**src/rtl/seg_scan_pkg.sv**
```systemverilog
// Shared definitions for the multiplexed seven-segment scan driver.
//   SEG_LUT    : hex nibble -> {g,f,e,d,c,b,a} pattern, active-high
//   seg_decode : nibble -> segment pattern
//   lzs_mask   : up to 16 packed nibbles -> per-digit leading-zero blank vector
//   DIG_OFF    : all digit selects released (common-anode, active-low)
//   SEG_OFF    : all segments dark
package seg_scan_pkg;

  localparam logic [15:0]      DIG_OFF = 16'hFFFF;
  localparam logic [6:0]       SEG_OFF = 7'h00;

  // Entry 15 first, entry 0 last.
  localparam logic [15:0][6:0] SEG_LUT = '{
    7'h71, 7'h79, 7'h5E, 7'h39, 7'h7C, 7'h77, 7'h6F, 7'h7F,
    7'h07, 7'h7D, 7'h6D, 7'h66, 7'h4F, 7'h5B, 7'h06, 7'h3F
  };

  function automatic logic [6:0] seg_decode(input logic [3:0] nibble);
    return SEG_LUT[nibble];
  endfunction

  // Bit i (i > 0) is set when nibbles i..15 are all zero. Callers zero-extend
  // narrower displays, so unused upper nibbles never block suppression.
  // Bit 0 stays clear: the units digit is always shown.
  function automatic logic [15:0] lzs_mask(input logic [63:0] nibbles);
    logic [15:0] mask;
    logic        zero_above;
    mask       = '0;
    zero_above = 1'b1;
    for (int i = 15; i >= 1; i--) begin
      zero_above = zero_above & (nibbles[4*i +: 4] == 4'h0);
      mask[i]    = zero_above;
    end
    return mask;
  endfunction

endpackage

```
**src/rtl/seg_scan_timebase.sv**
```systemverilog
// Scan timebase: slot prescaler, digit index, frame marker and guard flag.
//   clk_50M, rst_n : clock, asynchronous active-low reset
//   cnt            : position inside the current digit slot, 0..SCAN_DIV-1
//   idx            : digit currently being scanned, 0..N_DIGITS-1
//   slot_end       : last cycle of a slot (combinational)
//   frame_end      : last cycle of the last slot of a frame (combinational)
//   frame_tick     : high for the first cycle after the index wraps to 0
//   guard          : cnt is inside the anti-ghost blanking window
module seg_scan_timebase
  import seg_scan_pkg::*;
#(
  parameter int N_DIGITS     = 8,
  parameter int SCAN_DIV     = 50000,
  parameter int GUARD_CYCLES = 500,
  parameter int IDX_W        = $clog2(N_DIGITS),
  parameter int CNT_W        = $clog2(SCAN_DIV)
) (
  input  logic             clk_50M,
  input  logic             rst_n,
  output logic [CNT_W-1:0] cnt,
  output logic [IDX_W-1:0] idx,
  output logic             slot_end,
  output logic             frame_end,
  output logic             frame_tick,
  output logic             guard
);

  assign slot_end  = (cnt == CNT_W'(SCAN_DIV - 1));
  assign frame_end = slot_end && (idx == IDX_W'(N_DIGITS - 1));
  assign guard     = (cnt < CNT_W'(GUARD_CYCLES));

  always_ff @(posedge clk_50M or negedge rst_n) begin
    if (!rst_n) begin
      cnt        <= '0;
      idx        <= '0;
      frame_tick <= 1'b0;
    end else begin
      cnt        <= slot_end ? '0 : cnt + CNT_W'(1);
      frame_tick <= frame_end;
      // Explicit wrap so non-power-of-2 digit counts never reach idx >= N_DIGITS.
      if (slot_end)
        idx <= frame_end ? '0 : idx + IDX_W'(1);
    end
  end

endmodule

```
**src/rtl/seg_scan_driver.sv**
```systemverilog
// Multiplexed seven-segment driver for N_DIGITS common-anode digits.
// Optional dimming is enabled by defining SEG_SCAN_DIM_EN.
//   clk_50M, rst_n : clock, asynchronous active-low reset
//   data_in        : packed hex nibbles, digit 0 in data_in[3:0]
//   dp_in          : decimal point per digit, 1 = lit
//   load           : strobe capturing data_in/dp_in for the next frame
//   lzs_en         : leading-zero suppression enable (live)
//   brightness     : 0..15 slot duty (only with SEG_SCAN_DIM_EN)
//   DIG            : active-low digit selects
//   codeout        : active-high segments {g,f,e,d,c,b,a}
//   dp_out         : active-high decimal point segment
//   frame_start    : one-cycle pulse as digit 0's slot begins on the outputs
module seg_scan_driver
  import seg_scan_pkg::*;
#(
  parameter int N_DIGITS     = 8,
  parameter int SCAN_DIV     = 50000,
  parameter int GUARD_CYCLES = 500,
  parameter int IDX_W        = $clog2(N_DIGITS)
) (
  input  logic                  clk_50M,
  input  logic                  rst_n,
  input  logic [4*N_DIGITS-1:0] data_in,
  input  logic [N_DIGITS-1:0]   dp_in,
  input  logic                  load,
  input  logic                  lzs_en,
`ifdef SEG_SCAN_DIM_EN
  input  logic [3:0]            brightness,
`endif
  output logic [N_DIGITS-1:0]   DIG,
  output logic [6:0]            codeout,
  output logic                  dp_out,
  output logic                  frame_start
);

  localparam int CNT_W = $clog2(SCAN_DIV);

  logic [CNT_W-1:0]      cnt;
  logic [IDX_W-1:0]      idx;
  logic                  slot_end;
  logic                  frame_end;
  logic                  frame_tick;
  logic                  guard;

  logic [4*N_DIGITS-1:0] stage_data;
  logic [N_DIGITS-1:0]   stage_dp;
  logic                  pending;
  logic [4*N_DIGITS-1:0] active_data;
  logic [N_DIGITS-1:0]   active_dp;

  logic                  blank_p0;
  logic                  supp_p0;
  logic [3:0]            nib_p0;
  logic [15:0]           lzs_vec_p0;

  seg_scan_timebase #(
    .N_DIGITS    (N_DIGITS),
    .SCAN_DIV    (SCAN_DIV),
    .GUARD_CYCLES(GUARD_CYCLES),
    .IDX_W       (IDX_W),
    .CNT_W       (CNT_W)
  ) u_timebase (
    .clk_50M   (clk_50M),
    .rst_n     (rst_n),
    .cnt       (cnt),
    .idx       (idx),
    .slot_end  (slot_end),
    .frame_end (frame_end),
    .frame_tick(frame_tick),
    .guard     (guard)
  );

  // Double buffer: active only changes on the frame-wrap edge, so a frame
  // never mixes old and new digits. A load on that very edge bypasses staging.
  always_ff @(posedge clk_50M or negedge rst_n) begin
    if (!rst_n) begin
      stage_data  <= '0;
      stage_dp    <= '0;
      pending     <= 1'b0;
      active_data <= '0;
      active_dp   <= '0;
    end else if (frame_end) begin
      if (load) begin
        active_data <= data_in;
        active_dp   <= dp_in;
        pending     <= 1'b0;
      end else if (pending) begin
        active_data <= stage_data;
        active_dp   <= stage_dp;
        pending     <= 1'b0;
      end
    end else if (load) begin
      stage_data <= data_in;
      stage_dp   <= dp_in;
      pending    <= 1'b1;
    end
  end

`ifdef SEG_SCAN_DIM_EN
  logic [3:0] bright_q;
  logic [3:0] phase_p0;

  // Captured on the last cycle of a slot so the whole next slot uses one value.
  always_ff @(posedge clk_50M or negedge rst_n) begin
    if (!rst_n)
      bright_q <= 4'hF;
    else if (slot_end)
      bright_q <= brightness;
  end

  assign phase_p0 = 4'(cnt / CNT_W'(SCAN_DIV / 16));
  assign blank_p0 = guard | (phase_p0 > bright_q);
`else
  assign blank_p0 = guard;
`endif

  assign nib_p0     = active_data[{idx, 2'b00} +: 4];
  assign lzs_vec_p0 = lzs_mask(64'(active_data));
  assign supp_p0    = lzs_en & lzs_vec_p0[idx];

  // Stage p0 -> outputs: everything the pins see is registered here.
  always_ff @(posedge clk_50M or negedge rst_n) begin
    if (!rst_n) begin
      DIG         <= DIG_OFF[N_DIGITS-1:0];
      codeout     <= SEG_OFF;
      dp_out      <= 1'b0;
      frame_start <= 1'b0;
    end else begin
      DIG         <= blank_p0 ? DIG_OFF[N_DIGITS-1:0] : ~(N_DIGITS'(1) << idx);
      codeout     <= (blank_p0 | supp_p0) ? SEG_OFF : seg_decode(nib_p0);
      dp_out      <= blank_p0 ? 1'b0 : active_dp[idx];
      frame_start <= frame_tick;
    end
  end

endmodule

```
**config.mk**
```make
export PLATFORM = sky130hd
export DESIGN_NAME = seg_scan_driver
export DESIGN_NICKNAME = d
export VERILOG_FILES = /design/src/rtl/seg_scan_pkg.sv /design/src/rtl/seg_scan_timebase.sv /design/src/rtl/seg_scan_driver.sv
export SDC_FILE = /design/constraint.sdc
export NUM_CORES = 1
export LEC_CHECK = 0
export CORE_MARGIN = 5
export CORE_UTILIZATION = 45
export DETAILED_ROUTE_END_ITERATION = 16
export HOLD_SLACK_MARGIN = 0.08
export PLACE_DENSITY = 0.69
export REMOVE_ABC_BUFFERS = 1
export SYNTH_ARGS = -nofsm -noshare
export SYNTH_HDL_FRONTEND = slang
export SYNTH_HIERARCHICAL = 1
export SYNTH_SLANG_ARGS = --single-unit
```
**constraint.sdc**
```tcl
create_clock -name clk_50M -period 5.6 [get_ports clk_50M]
set_input_delay 1.12 -clock clk_50M [delete_from_list [all_inputs] [get_ports clk_50M]]
set_output_delay 1.12 -clock clk_50M [all_outputs]
set_load 0.01 [all_outputs]
```
==> results of run 1 <==
-- cells in the final DEF, fill, tap and decap left out, types with 8 or more instances in the layout --
master / count
dfrtp_1: 110
clkdlybuf4s50_1: 58
nand2_1: 57
mux2i_1: 44
o21ai_0: 42
mux2_2: 41
nor2_1: 19
clkbuf_16: 17
xnor2_1: 9
dfstp_2: 8
ha_1: 8
-- registers in the layout, indices dropped and copies added (netlist names), 3 cells and up --
register	cells
DIG	8
u_timebase/cnt	16
codeout	7
stage_dp	8
active_dp	8
active_data	32
u_timebase/idx	3
stage_data	32
-- metal layers --
metal	share of wire [%]	global-route usage [%]	vias to the layer above
met5	0	0	-
met4	1.9	6.51	0
met3	3.9	4.52	16
met2	49	26.0	77
met1	45	20.4	1748
li1	-	-	1713
-- kinds of logic after synthesis --
group	count (synthesis)	share of synthesized area [%]
buf+inv	31	2.69
mux	99	22.3
xor+xnor	13	2.09
flops	118	54.3
compound gates	63	6.66
fa+ha+maj	8	1.84
simple gates	116	10.1
-- final cells by class --
cell class,instances,area (um2)
Fill cell,991,5200
Tap cell,147,184
Timing Repair Buffer,63,616
Inverter,6,22.5
Clock buffer,24,492
Sequential cell,118,2960
Clock inverter,8,121
Multi-Input combinational cell,299,2360
-- worst min-delay path by stage --
stage | startpoint | to | slack, ns | cells after the start
after floorplan | u_timebase/frame_tick | frame_start | 0.33 | 0
after global placement | u_timebase/frame_tick | frame_start | 0.34 | 0
after detailed placement | u_timebase/frame_tick | frame_start | 0.34 | 0
after CTS | u_timebase/frame_tick | frame_start | 0.35 | 0
after global routing | u_timebase/frame_tick | frame_start | 0.37 | 0
final | u_timebase/frame_tick | frame_start | 0.35 | 0
-- critical path: cells and delay by family (launching register included) --
family                     cells  cell delay (ns)
and+or+nand+nor                4             1.87
muxes                          1             0.42
DFF                            1             0.41
adders and majority gates      1             0.24
-- power groups by stage --
stage               clock network (mW)  logic, mW  registers [mW]
CTS                               1.13      0.127           0.897
finish                            1.12      0.123           0.897
floorplan                            0     0.0555           0.907
global placement                     0      0.123           0.909
detailed placement                   0      0.126           0.911
global route                      1.17      0.137           0.900
==> impl_metrics.yaml, run 1 <==
outcome:
  status: "finished, final reports clean"
placement:
  numPortBuffers: 60
  place_congestion: 0.777
  postPlaceCellArea_um2: 6150
  pre_cts_ws_ns: 2.48
  placed_cells: 633
  place_hpwl_mm: 7.38
sta:
  setup_ws_ns: 2.53
  period_minus_slack_ns: 3.07
  slew_viol_final: 0
  hold_slack_ns: 0.354
  hold_violations: 0
  tightest_slew_ns: 1.16
  min_period_over_period_pct: 54.9
  slew_headroom_pct: 22.5
  max_freq_ghz: 0.325
  final.setup.tns_ns: 0
  skew_ns: 0.0137
  final-setup-viol-count: 0
  rsz0062_at_grt: "no"
setup_path:
  crit_chain: "ha_1 -> and3_4 -> and4_1 -> and2_1 -> nor2b_4 -> mux2_2"
  cp-endpoint: "stage_data[3]"
  reg2reg_to: "stage_data[3]"
  crit_arrival_ns: 3.36
  rr_worst_depth: 6
  cp_data_required_time_ns: 5.89
  crit_type: "reg -> reg"
  path_max_fanout: 40
  rr_startpoint: "u_timebase/cnt[0]"
  rrSetupSlack_ns: 2.53
  crit_path_end_kind: "register"
  crit_path_start: "u_timebase/cnt[0]"
  slowest_delay_ns: 0.94
  start_kind: "register"
  worst_path_max_delay_cell: "nor2b_4"
detailed_routing:
  first_pass_iters: 4
  vias_per_cell: 5.34
  antenna_left: 0
  drt_iter0_markers: 206
  drc: 0
  wl_mm: 10.8
  num_vias: 3554
  wire_per_inst_um: 16.3
clock_tree:
  h-tree-depth: 4
  cts_tree: "built"
  clk_pin_slew_ns: 0.05
  cts_resized: 0
  numCtsBuffers: 17
  cts_root_buf: "clkbuf_16"
  post_cts_buffers: 0
  cts_hold_buf: 0
  numClockSinks: 118
  cts.path.max_buffers: 2
  clock_latency_ns: 0.42
run:
  cap_violations: 0
synthesis:
  synthTopCellsByCount: "dfrtp_1 (110), nand2_1 (57), mux2i_1 (44)"
  synth-async-reset-ratio_pct: 100
  ys_types: 45
  ys_seq_area_share_pct: 54.3
  syn_area_um2: 5450
  synth_top_area_share_pct: 50.5
  synth.most_common_cell: "dfrtp_1"
  avgSynthCellArea_um2: 12.2
  synthFlopType: "dfrtp_1"
  syn-instance-count: 448
  yosysTopAreaCell: "dfrtp_1"
  synth-edff-count: 0
  ys_ff_latch: 118
  synthTopCellsByArea: "dfrtp_1 (50%), mux2_2 (8.5%), mux2i_1 (8.1%)"
  ys_warn_count: 6
die:
  start_util_pct: 45.6
  fp-row-count: 40
  num_io_pins: 61
  core_um2: 12000
  fp.dieArea_um2: 14400
  die_h_um: 120
  fp.dieW_um: 120
pwr:
  power.switching_mw: 0.440
  pwr-share-clk_pct: 52.3
  ir_drop_v: 0.000248
  p_sw_share_pct: 20.6
  leakage_nw: 3.02
  powerDensity_nw_per_um2: 316
  comb_power_share_pct: 5.8
  p_int_mw: 1.70
  p_total_mw: 2.14
  seqPwrFrac_pct: 42.0
final_layout:
  final_nets: 557
  fin_cells: 665
  antenna_cells: 0
  final_area_um2: 6760
  syn2layout_area_growth_pct: 24.0
  fin_util_pct: 56.5
  layout-drive-gt1-share_pct: 18.7
global_route:
  grt_pass1_wl_mm: 18.2
  grt_pass1_vias: 3764
  grt_start_max_net_pins: 78
  grt_usage_pct: 16.1
  gr-total-overflow: 0
  antenna_found_initial: 0
min_path:
  hold_path.class: "reg -> reg"
Power figures use the tool's default switching activity.
==> run 2: changes to the inputs <==
Clock period 5.6 ns to 3 ns, I/O delays scaled along.
==> impl_metrics.yaml, run 2 (synthesized netlist as in run 1, its figures left out) <==
clock_tree:
  cts_tree: "built"
  h-tree-depth: 4
  clock_latency_ns: 0.41
  cts.path.max_buffers: 2
  cts_hold_buf: 0
  cts_resized: 0
  cts_root_buf: "clkbuf_16"
  numCtsBuffers: 17
  post_cts_buffers: 0
  numClockSinks: 118
  clk_pin_slew_ns: 0.05
global_route:
  gr-total-overflow: 0
  grt_pass1_vias: 3817
  antenna_found_initial: 0
  grt_start_max_net_pins: 47
  grt_pass1_wl_mm: 18.7
  grt_usage_pct: 16.6
final_layout:
  ff_latch_area_um2: 2960
  fin_cells: 671
  largestRegisters: "active_data (32), stage_data (32), u_timebase/cnt (16)"
  final_common_cell: "dfrtp_1"
  final_nets: 563
  final_area_um2: 6830
  antenna_cells: 0
  syn2layout_area_growth_pct: 25.3
  multi_input_area_um2: 2360
  layout-drive-gt1-share_pct: 19.7
  fillCellCount: 1007
  layout_common_cells: "dfrtp_1 (110), clkdlybuf4s50_1 (58), nand2_1 (57), mux2i_1 (44), o21ai_0 (42)"
placement:
  place_congestion: 0.826
  placed_cells: 639
  place_hpwl_mm: 7.85
  postPlaceCellArea_um2: 6230
  numPortBuffers: 60
  pre_cts_ws_ns: 0.452
setup_path:
  rr_worst_depth: 7
  rrSetupSlack_ns: 0.35
  slowest_delay_ns: 0.62
  crit_path_end_kind: "register"
  cp_top_family: "multiplexers"
  start_kind: "register"
  worst_path_max_delay_cell: "mux4_1"
  reg2reg_to: "codeout[6]"
  crit_chain: "mux4_1 -> mux2i_1 -> inv_1 -> ha_1 -> nand2_1 -> a21oi_1 -> a311oi_1"
  path_max_fanout: 9
  crit_arrival_ns: 2.93
  crit_type: "reg -> reg"
  rr_startpoint: "u_timebase/idx[0]"
  cp_data_required_time_ns: 3.28
  cp_num_buf_inv: 1
die:
  fp.dieW_um: 120
  start_util_pct: 45.6
  fp.dieArea_um2: 14400
  die_h_um: 120
  core_um2: 12000
  num_io_pins: 61
  fp-row-count: 40
detailed_routing:
  vias_per_cell: 5.40
  num_vias: 3626
  first_pass_iters: 4
  antenna_left: 0
  drc: 0
  wire_per_inst_um: 16.3
  wl_mm: 10.9
  drt_iter0_markers: 240
sta:
  rsz0062_at_grt: "no"
  slew_viol_final: 0
  tightest_slew_ns: 0.831
  period_minus_slack_ns: 2.65
  min_period_over_period_pct: 88.4
  final-setup-viol-count: 0
  skew_ns: 0.0126
  setup_ws_ns: 0.348
  final.setup.tns_ns: 0
  slew_headroom_pct: 44.4
  max_freq_ghz: 0.377
  hold_violations: 0
pwr:
  leakage_nw: 3.06
  ir_drop_v: 0.000308
  powerDensity_nw_per_um2: 578
min_path:
  hold_path.class: "in -> async"
run:
  cap_violations: 0
outcome:
  status: "finished, final reports clean"
-- run 2: worst max-delay path by stage --
stage                               end  depth (start not counted)         startpoint
after floorplan           stage_data[0]                          6  u_timebase/cnt[0]
after global placement       codeout[3]                          7  u_timebase/idx[0]
after detailed placement     codeout[6]                          7  u_timebase/idx[0]
after CTS                    codeout[6]                          7  u_timebase/idx[0]
after global routing         codeout[6]                          7  u_timebase/idx[0]
final                        codeout[6]                          7  u_timebase/idx[0]
-- run 2: layout make-up --
cell class,count,area share (%)
clock buffers,23,7.00
clock inverters,9,1.81
inverters,6,0.330
multi-input cells,299,34.6
flip-flops and latches,118,43.4
well taps,147,2.69
repair buffers,69,10.2
-- run 2: per-stage QoR --
| step | total power, mW | hold slack [ns] | utilization (%) |
|---|---|---|---|
| 2_1_floorplan | 1.80 | 0.304 | - |
| 3_3_place_gp | 1.93 | 0.339 | 52.1 |
| 3_5_place_dp | 1.94 | 0.339 | 52.1 |
| 4_1_cts | 4.00 | 0.207 | 57.1 |
| 5_1_grt | 4.10 | 0.240 | 57.1 |
| 6_report | 3.95 | 0.198 | 57.1 |
-- run 2: layer usage --
metal	track usage, %	vias to the layer above	routed length [um]
met5	0	-	0
met3	4.67	16	454
met1	21.6	1796	4970
li1	-	1736	-
met4	5.37	0	143
met2	26.8	78	5340
-- run 2: power breakdown --
group | switching, mW | internal (mW)
clock | 0.674 | 1.36
sequential | 0.0248 | 1.65
combinational | 0.101 | 0.134
total | 0.800 | 3.15
